--- config.mk ---
export PLATFORM = sky130hd
export DESIGN_NAME = fifo_access_ctrl_flat
export DESIGN_NICKNAME = d
export VERILOG_FILES = /design/src/rtl/fifo_access_ctrl_pkg.sv /design/src/rtl/fifo_access_ctrl_if.sv /design/src/rtl/fifo_access_ctrl_arb.sv /design/src/rtl/fifo_access_ctrl.sv /design/src/flat_wrapper.sv
export SDC_FILE = /design/constraint.sdc
export NUM_CORES = 1
export LEC_CHECK = 0
export CORE_MARGIN = 3
export CORE_UTILIZATION = 35
export CTS_BUF_LIST = sky130_fd_sc_hd__clkbuf_8
export CTS_CLUSTER_DIAMETER = 40
export CTS_CLUSTER_SIZE = 14
export DETAILED_ROUTE_END_ITERATION = 12
export MAX_ROUTING_LAYER = met4
export PLACE_DENSITY = 0.68
export SETUP_SLACK_MARGIN = 0.02
export SYNTH_ARGS = -nofsm -noshare
export SYNTH_HDL_FRONTEND = slang
export SYNTH_SLANG_ARGS = --single-unit
--- constraint.sdc ---
create_clock -name clk -period 4.1 [get_ports clk]
set_input_delay 0.41 -clock clk [delete_from_list [all_inputs] [get_ports clk]]
set_output_delay 0.41 -clock clk [all_outputs]
set_load 0.03 [all_outputs]
--- src/rtl/fifo_access_ctrl_pkg.sv ---
// rtl/fifo_access_ctrl_pkg.sv - shared types and constants for the buffer access controller
package fifo_ctrl_pkg;

   typedef enum logic [2:0] {
      ST_CLR,
      ST_IDLE,
      ST_GRANT,
      ST_ASSERT,
      ST_RELEASE,
      ST_DONE
   } state_t;

   localparam logic OP_PUSH = 1'b1;
   localparam logic OP_POP  = 1'b0;

   localparam int PORT0   = 0;
   localparam int PORT1   = 1;
   localparam int COUNT_W = 16;
   localparam int TCNT_W  = 8;

endpackage

--- src/rtl/fifo_access_ctrl_if.sv ---
// rtl/fifo_access_ctrl_if.sv - requester-side req/ack bundle for the buffer access controller
interface fifo_access_ctrl_if #(
   parameter int DATA_WIDTH = 8
);
   logic [1:0]            req;
   logic [1:0]            wr;
   logic [DATA_WIDTH-1:0] wdata0;
   logic [DATA_WIDTH-1:0] wdata1;
   logic [1:0]            ack;
   logic                  err;
   logic [DATA_WIDTH-1:0] rdata;

   modport master (
      output req, wr, wdata0, wdata1,
      input  ack, err, rdata
   );

   modport slave (
      input  req, wr, wdata0, wdata1,
      output ack, err, rdata
   );
endinterface

--- src/rtl/fifo_access_ctrl_arb.sv ---
// rtl/fifo_access_ctrl_arb.sv - two-input round-robin arbiter with last-grant memory
import fifo_ctrl_pkg::*;

module rr_arbiter2 (
   input  logic       clk,
   input  logic       clear_n,
   input  logic       en,
   input  logic [1:0] req,
   output logic [1:0] gnt
);
   // last_gnt = 1 means port 1 was served last, so port 0 wins a tie
   logic last_gnt;

   always_comb begin
      gnt = 2'b00;
      case (req)
         2'b01:   gnt = 2'b01;
         2'b10:   gnt = 2'b10;
         2'b11:   gnt = last_gnt ? 2'b01 : 2'b10;
         default: gnt = 2'b00;
      endcase
   end

   always_ff @(posedge clk) begin
      if (!clear_n) begin
         last_gnt <= 1'b1;
      end else if (en && (req != 2'b00)) begin
         last_gnt <= gnt[PORT1];
      end
   end

endmodule

--- src/rtl/fifo_access_ctrl.sv ---
// rtl/fifo_access_ctrl.sv - two-port sequencer driving a level push/pop byte buffer
import fifo_ctrl_pkg::*;

module fifo_access_ctrl #(
   parameter int DATA_WIDTH     = 8,
   parameter int FIFO_SIZE      = 8,
   parameter int OP_CYCLES      = 3,
   parameter int RECOVER_CYCLES = 2,
   parameter int FLUSH_CYCLES   = 2
) (
   input  logic                  clk,
   input  logic                  clear_n,
   fifo_access_ctrl_if.slave     bus,
   input  logic                  flush,
   output logic                  busy,
   output logic [COUNT_W-1:0]    count,
   output logic                  buf_clear,
   output logic                  buf_push,
   output logic                  buf_pop,
   output logic [DATA_WIDTH-1:0] buf_wdata,
   input  logic [DATA_WIDTH-1:0] buf_rdata,
   input  logic                  buf_full,
   input  logic                  buf_empty
);
   localparam logic [COUNT_W-1:0] FULL_CNT  = COUNT_W'(FIFO_SIZE);
   localparam logic [TCNT_W-1:0]  OP_END    = TCNT_W'(OP_CYCLES);
   localparam logic [TCNT_W-1:0]  REC_END   = TCNT_W'(RECOVER_CYCLES - 1);
   localparam logic [TCNT_W-1:0]  FLUSH_END = TCNT_W'(FLUSH_CYCLES);

   state_t                 state;
   logic [TCNT_W-1:0]      tcnt;
   logic                   port_q;
   logic                   op_q;
   logic [1:0]             ack_q;
   logic                   err_q;
   logic [DATA_WIDTH-1:0]  rdata_q;
   logic [1:0]             gnt;
   logic                   arb_en;
   logic                   reject;

   assign bus.ack   = ack_q;
   assign bus.err   = err_q;
   assign bus.rdata = rdata_q;

   assign arb_en = (state == ST_IDLE) && !flush;
   assign reject = (op_q == OP_PUSH) ? (buf_full  || (count == FULL_CNT))
                                     : (buf_empty || (count == '0));

   rr_arbiter2 u_arb (
      .clk     (clk),
      .clear_n (clear_n),
      .en      (arb_en),
      .req     (bus.req),
      .gnt     (gnt)
   );

   always_ff @(posedge clk) begin
      if (!clear_n) begin
         state     <= ST_CLR;
         tcnt      <= '0;
         port_q    <= 1'b0;
         op_q      <= OP_POP;
         ack_q     <= 2'b00;
         err_q     <= 1'b0;
         rdata_q   <= '0;
         count     <= '0;
         busy      <= 1'b1;
         buf_clear <= 1'b1;
         buf_push  <= 1'b0;
         buf_pop   <= 1'b0;
         buf_wdata <= '0;
      end else begin
         ack_q <= 2'b00;
         case (state)
            // reset enters with tcnt = 0 and flush with tcnt = 1, so both hold
            // buf_clear for FLUSH_CYCLES cycles after the triggering edge
            ST_CLR: begin
               if (tcnt == FLUSH_END) begin
                  state     <= ST_IDLE;
                  buf_clear <= 1'b0;
                  busy      <= 1'b0;
               end else begin
                  tcnt <= tcnt + 1'b1;
               end
            end
            ST_IDLE: begin
               if (flush) begin
                  state     <= ST_CLR;
                  tcnt      <= TCNT_W'(1);
                  buf_clear <= 1'b1;
                  count     <= '0;
                  busy      <= 1'b1;
               end else if (gnt != 2'b00) begin
                  state     <= ST_GRANT;
                  busy      <= 1'b1;
                  port_q    <= gnt[PORT1];
                  op_q      <= gnt[PORT1] ? bus.wr[PORT1] : bus.wr[PORT0];
                  buf_wdata <= gnt[PORT1] ? bus.wdata1 : bus.wdata0;
               end
            end
            ST_GRANT: begin
               tcnt <= '0;
               if (reject) begin
                  state         <= ST_DONE;
                  ack_q[port_q] <= 1'b1;
                  err_q         <= 1'b1;
               end else begin
                  state <= ST_ASSERT;
               end
            end
            // first ASSERT cycle is a setup cycle with buf_wdata already stable
            ST_ASSERT: begin
               if (tcnt == OP_END) begin
                  state    <= ST_RELEASE;
                  tcnt     <= '0;
                  buf_push <= 1'b0;
                  buf_pop  <= 1'b0;
               end else begin
                  tcnt     <= tcnt + 1'b1;
                  buf_push <= (op_q == OP_PUSH);
                  buf_pop  <= (op_q == OP_POP);
               end
            end
            ST_RELEASE: begin
               if (tcnt == '0) begin
                  if (op_q == OP_POP) begin
                     rdata_q <= buf_rdata;
                     count   <= count - 1'b1;
                  end else begin
                     count <= count + 1'b1;
                  end
               end
               if (tcnt == REC_END) begin
                  state         <= ST_DONE;
                  ack_q[port_q] <= 1'b1;
                  err_q         <= 1'b0;
               end else begin
                  tcnt <= tcnt + 1'b1;
               end
            end
            ST_DONE: begin
               state <= ST_IDLE;
               err_q <= 1'b0;
               busy  <= 1'b0;
            end
            default: begin
               state <= ST_CLR;
               tcnt  <= '0;
            end
         endcase
      end
   end

endmodule

--- src/flat_wrapper.sv ---
// flat-port wrapper written by rule: the top's interface ports become plain ports
module fifo_access_ctrl_flat 
#(
   parameter int DATA_WIDTH     = 8,
   parameter int FIFO_SIZE      = 8,
   parameter int OP_CYCLES      = 3,
   parameter int RECOVER_CYCLES = 2,
   parameter int FLUSH_CYCLES   = 2
)
  (clk, clear_n, flush, busy, count, buf_clear, buf_push, buf_pop, buf_wdata, buf_rdata, buf_full, buf_empty, bus_req, bus_wr, bus_wdata0, bus_wdata1, bus_ack, bus_err, bus_rdata);
  fifo_access_ctrl_if #(.DATA_WIDTH(DATA_WIDTH)) bus_i ();
  input  logic clk;
  input  logic clear_n;
  input  logic flush;
  output logic busy;
  output logic [COUNT_W-1:0] count;
  output logic buf_clear;
  output logic buf_push;
  output logic buf_pop;
  output logic [DATA_WIDTH-1:0] buf_wdata;
  input  logic [DATA_WIDTH-1:0] buf_rdata;
  input  logic buf_full;
  input  logic buf_empty;
  input wire logic [$bits(bus_i.req)-1:0] bus_req;
  input wire logic [$bits(bus_i.wr)-1:0] bus_wr;
  input wire logic [$bits(bus_i.wdata0)-1:0] bus_wdata0;
  input wire logic [$bits(bus_i.wdata1)-1:0] bus_wdata1;
  output wire logic [$bits(bus_i.ack)-1:0] bus_ack;
  output wire logic [$bits(bus_i.err)-1:0] bus_err;
  output wire logic [$bits(bus_i.rdata)-1:0] bus_rdata;
  assign bus_i.req = bus_req;
  assign bus_i.wr = bus_wr;
  assign bus_i.wdata0 = bus_wdata0;
  assign bus_i.wdata1 = bus_wdata1;
  assign bus_ack = bus_i.ack;
  assign bus_err = bus_i.err;
  assign bus_rdata = bus_i.rdata;
  fifo_access_ctrl #(.DATA_WIDTH(DATA_WIDTH), .FIFO_SIZE(FIFO_SIZE), .OP_CYCLES(OP_CYCLES), .RECOVER_CYCLES(RECOVER_CYCLES), .FLUSH_CYCLES(FLUSH_CYCLES)) u_core (.clk(clk), .clear_n(clear_n), .bus(bus_i), .flush(flush), .busy(busy), .count(count), .buf_clear(buf_clear), .buf_push(buf_push), .buf_pop(buf_pop), .buf_wdata(buf_wdata), .buf_rdata(buf_rdata), .buf_full(buf_full), .buf_empty(buf_empty));
endmodule
==> summary.md <==
| Metric | Value |
|---|---|
| Area grow syn2layout | 29.6% |
| Fraction of the yosys area taken by sequential cells | 0.353 |
| Synth Flop Type | dfxtp_1 |
| Max-slew violation count | 0 |
| Tot GR Track Use | 0.166 |
| Die height | 98.7 um |
| First-pass GRT wire length | 13,000 um |
| RSZ-0062 raised after global routing | no |
| Max Cap Viol | 0 |
| Mean Syn Cell Area | 8.60 um^2 |
| Crit end category | register |
| Initial drt markers | 103 |
| Status | complete, no violations |
| Clock tree root driver cell | clkbuf_8 |
| Final worst setup slack | 0.955 ns |
| Post-Syn Area | 0.00301 mm^2 |
| Worst-path clk slew | 0.11 ns |
| Asr flop ratio synth | 0 |
| CP max stage cell | dfxtp_1 |
| Total Die Area | 0.00975 mm^2 |
| Clock Latency Late Sink | 0.31 ns |
| Hold Path Class | reg -> reg |
| Drt wl/cell | 15.3 um |
| Nets | 466 |
| Cell variety after synth | 56 |
| Ports | 72 |
| Width of the die | 98.7 um |
| P_leak | 1.54 nW |
| Critical path launch point type | register |
| Post-DP HPWL | 5760 um |
| Yosys reg bits | 53 |
| Final WL | 7940 um |
| CTS Buffer Depth | 2 |
| CTS resizes | 0 |
| Routed via count | 2,774 |
| Leading cell type in the layout, fill and taps excluded | clkdlybuf4s50_1 |
| Number of synthesis warnings | 0 |
| Clock skew | 0.00665 ns |
| Peak supply drop | 0.188 mV |
| Starting density of the core | 0.363 |
| Global route total overflow | 0 |
| Initial antenna violation count | 0 |
| Placer Congestion | 0.869 |
| Ant diodes | 0 |
| CP arrival | 3.36 ns |
| Placed cells | 512 |
| Core area | 0.00830 mm^2 |
| Clock sinks | 53 |
| Hold WS | 0.423 ns |
| Most frequent CP cell | a211o_1 |
| Number of global-route vias before repair | 2,738 |
| Row Count | 33 |
| Required @ worst endpoint | 4.32 ns |
| First-pass iteration count of the detailed router | 4 |
| TritonCTS clock tree | done |
| Most frequent cells in the layout | 71 x clkdlybuf4s50_1, 53 x dfxtp_1, 48 x nor2_1 |
| Slew margin rel. | 0.502 |
| Layout cells sized above 1 | 0.0458 |
| F_max | 0.318 GHz |
| WS Path Type | reg -> reg |
| Crit-path max FO | 16 |
| Post-place setup slack | 1.05 ns |
| Hold Buf Count CTS | 0 |
| Worst slew pin tran | 0.741 ns |
| Vias per cell | 5.33 |
| # DRC | 0 |
| Synthesized instance count | 350 |
| Post-synth net total | 402 |
| EDFF count, synth | 0 |
| Setup Fix Bufs, Post-CTS | 0 |
| TritonCTS buffer count | 5 |
| Final Hold Vio Count | 0 |
| Port bufs | 71 |
| Largest net degree at the start of global routing | 32 |
| Final worst path period need | 3.15 ns |
| CP max stage delay | 0.55 ns |
| H-tree depth | 2 |
| Final setup viols | 0 |
| Final critical-path share of the clock period | 0.767 |
| Final non-filler cell total | 520 |
| Post-route ant nets | 0 |
| Critical path cell sequence | inv_1 -> ha_1 -> a211o_1 -> a211o_1 -> and4_4 -> or4_4 -> a31o_1 -> a21o_1 |
| Setup Total Neg Slack | 0 ns |
| P per Cell Area | 393 mW/mm^2 |
## stage by stage
stage | util | total power, mW | instance area, um^2
floorplan | - | 1.04 | 3010
global placement | 0.458 | 1.20 | 3800
detailed placement | 0.458 | 1.21 | 3800
CTS | 0.470 | 1.54 | 3900
global route | 0.470 | 1.62 | 3900
finish | 0.470 | 1.53 | 3900
## Yosys cell counts (all sizes together) (3+ instances only)
cell    instances  area (um^2)
dfxtp          53         1060
nor2           49          186
nand2          23         86.3
mux2i          20          200
a21oi          19         95.1
o21ai          19         95.1
ha             18          225
a21o           15          115
clkbuf         12         45.0
a211oi         10         75.1
xnor2           9         78.8
xor2            8         70.1
a22oi           7         52.6
inv             7         26.3
and3            6         37.5
nand3           6         30.0
a211o           5         43.8
nor4            5         31.3
and2            4         25.0
buf             4         17.5
nor2b           4         25.0
o31ai           4         30.0
a21boi          3         22.5
nand3b          3         22.5
nand4           3         18.8
o21a            3         22.5
## layout make-up
cell class | count | area [um^2]
clock buffers | 5 | 68.8
fillers | 801 | 4400
clock inverters | 3 | 26.3
repair buffers | 73 | 726
well taps | 105 | 131
multi-input cells | 273 | 1860
inverters | 8 | 30.0
flip-flops and latches | 53 | 1060
## layer usage
layer | share of wire | GRT usage
met5 | 0 | -
met4 | 0.018 | 0.0515
met3 | 0.048 | 0.0290
met2 | 0.47 | 0.265
met1 | 0.47 | 0.214
## registers in the layout, summed over array words and instances (netlist names)
| register | flops |
|---|---|
| u_core.buf_pop | 1 |
| u_core.bus.rdata | 8 |
| u_core.count | 16 |
| u_core.port_q | 1 |
| u_core.bus.ack | 2 |
| u_core.tcnt | 8 |
| u_core.u_arb.last_gnt | 1 |
| u_core.bus.err | 1 |
| u_core.busy | 1 |
| u_core.buf_clear | 1 |
| u_core.state | 3 |
| u_core.buf_push | 1 |
| u_core.buf_wdata | 8 |
| u_core.op_q | 1 |
## worst max-delay path: cells and delay by family (launching register included)
kind / cells / cell delay [ns]
AO/OA/AOI/OAI: 4 / 1.07
adder cells (fa/ha/maj): 1 / 0.41
buffers and inverters: 1 / 0.38
flip-flops: 1 / 0.55
AND/OR/NAND/NOR: 2 / 0.63
## report_power, final
part	internal (mW)	total, mW	switching [mW]
Clock	0.125	0.319	0.194
Sequential	0.561	0.627	0.0663
Combinational	0.260	0.584	0.325
## cells by family after synthesis
| kind of cell | after synthesis | synth area share |
|---|---|---|
| and+or+nand+nor | 112 | 0.177 |
| AOI/OAI and AO/OA | 104 | 0.239 |
| DFF | 53 | 0.353 |
| buffers and inverters | 24 | 0.0308 |
| muxes | 21 | 0.0703 |
| adders and majority gates | 19 | 0.0815 |
| xor gates and xnor gates | 17 | 0.0495 |
## path summary, 6_finish.rpt
kind	startpoint	to	slack [ns]	cells after the start
setup / recovery	u_core.op_q$_SDFFE_PN0P_	u_core.count[15]$_SDFFE_PN0P_	0.95	8
hold / removal	u_core.port_q$_SDFFE_PN0P_	u_core.bus.ack[0]$_SDFF_PN0_	0.42	1
setup reg to reg	u_core.op_q$_SDFFE_PN0P_	u_core.count[15]$_SDFFE_PN0P_	0.95	8
hold reg to reg	u_core.port_q$_SDFFE_PN0P_	u_core.bus.ack[0]$_SDFF_PN0_	0.42	1
No activity file was read; power rests on OpenSTA's default activity.
==> patch (same settings) <==
`TCNT_W`: 8 -> 10.
--- a/src/rtl/fifo_access_ctrl_pkg.sv
+++ b/src/rtl/fifo_access_ctrl_pkg.sv
@@ -16,7 +16,7 @@
    localparam int PORT0   = 0;
    localparam int PORT1   = 1;
    localparam int COUNT_W = 16;
-   localparam int TCNT_W  = 8;
+   localparam int TCNT_W  = 10;
 
 endpackage
 
Formal check against the unedited RTL: no difference found for any inputs over 10 cycles, from zero or initial values; that may be too few to reach the edited logic, so the function may still have changed.
==> patch against the original RTL <==
First-iteration DRC count grew 19%. Highest routed layer unchanged. Maximum frequency grew 12%. Setup slack gained 0.33 ns. Via count grew 5.0%. Critical path type unchanged. Design area grew 3.6%. Routed wire length shrank 4.3%. Sequential cell count grew 2. Power shrank 1.2%. Synthesized area grew 5.0%. Sequential share of layout area grew 0.056 points. Critical endpoint is now u_core.count[14].
==> patch: results (changes against the original RTL) <==
Cells and area
  – Nets: 483 (was 466)
  – Share of layout cells above drive strength 1: 0.0417 (was 0.0458)

Yosys
  – Compound-Gate Fraction of Synth Area: 0.244 (was 0.239)
  – Sequential cell area fraction in the yosys report: 0.348 (was 0.353)
  – Share of the synthesized area in the top cell type: 0.348 (was 0.353)
  – Mux cell area share after synthesis: 0.0606 (was 0.0703)
  – Net count after synthesis: 418 (was 402)
  – Post-synth cell types: 51 (was 56)
  – Synth Area in Adders: 0.0776 (was 0.0815)
  – Commonest cells post-synth: dfxtp_1 (55), nand2_1 (44), o21ai_0 (28), a21oi_1 (23), nor2b_1 (20) (was dfxtp_1 (53), nor2_1 (48), nand2_1 (23), mux2i_1 (20))
  – Synth Area in XOR/XNOR: 0.0360 (was 0.0495)

Critical path
  – Flop-to-flop setup slack: 1.29 ns (was 0.95 ns)
  – Max FO, Critical Path: 18 (was 16)
  – Critical path arrival: 3.00 ns (was 3.36 ns)
  – CP endpoint: u_core.count[14] (was u_core.count[15])

Global route
  – Largest net degree at the start of global routing: 31 (was 32)
  – Number of global-route vias before repair: 2,597 (was 2,738)
  – Grt met2 use: 0.238 (was 0.265)
  – First-pass GRT wire length: 12,300 µm (was 13,000 µm)
  – GRT Overall Usage: 0.151 (was 0.166)
  – Met1 track demand over resource: 0.200 (was 0.214)

Power
  – Psw: 0.000567 W (was 0.000585 W)
  – Internal: 0.000944 W (was 0.000946 W)
  – P_clk: 0.000311 W (was 0.000319 W)

Routing
  – Initial drt markers: 123 (was 103)
  – Routed wl met2: 3510 µm (was 3690 µm)
  – WL met1: 3610 µm (was 3720 µm)
  – Via count: 2,914 (was 2,774)
  – Drt total wl: 7600 µm (was 7940 µm)
  – Met3 routed WL: 388 µm (was 382 µm)

Timing
  – Clk_skew: 0.0129 ns (was 0.00665 ns)
  – Rel. slew slack: 0.264 (was 0.502)

Placed design
  – Dpl hpwl: 5670 µm (was 5760 µm)
  – DP Area: 3940 µm² (was 3800 µm²)

Run status
  – Outcome: completed (unchanged)
[patch: changes by cell type in the layout (fill, tap and decap cells not counted), moves of 4 or more]
cell | unedited run | this run
a21oi_1 | 19 | 23
o211a_1 | 2 | 12
nand3_1 | 6 | 10
nor2_1 | 48 | 19
nand2_1 | 23 | 44
a211oi_1 | 10 | 3
o21ai_0 | 19 | 28
a21boi_0 | 2 | 9
a211o_1 | 5 | 1
nor2b_1 | 4 | 20
a21o_1 | 13 | 5
[patch: metrics by stage]
step                      setup WS [ns]  cells  hold slack, ns
after CTS                          1.30    540           0.470
after global routing               1.01    540           0.485
final                              1.29    540           0.468
after floorplan                    1.70    366           0.407
after detailed placement           1.34    532           0.438
after global placement             1.42    532           0.430
[patch: area by class of cell]
cell class,instances,area (µm²)
Fill cell,876,4730
Multi-Input combinational cell,288,1950
Sequential cell,55,1100
Timing Repair Buffer,73,726
Tap cell,108,135
Clock buffer,5,68.8
Inverter,8,30.0
Clock inverter,3,25.0
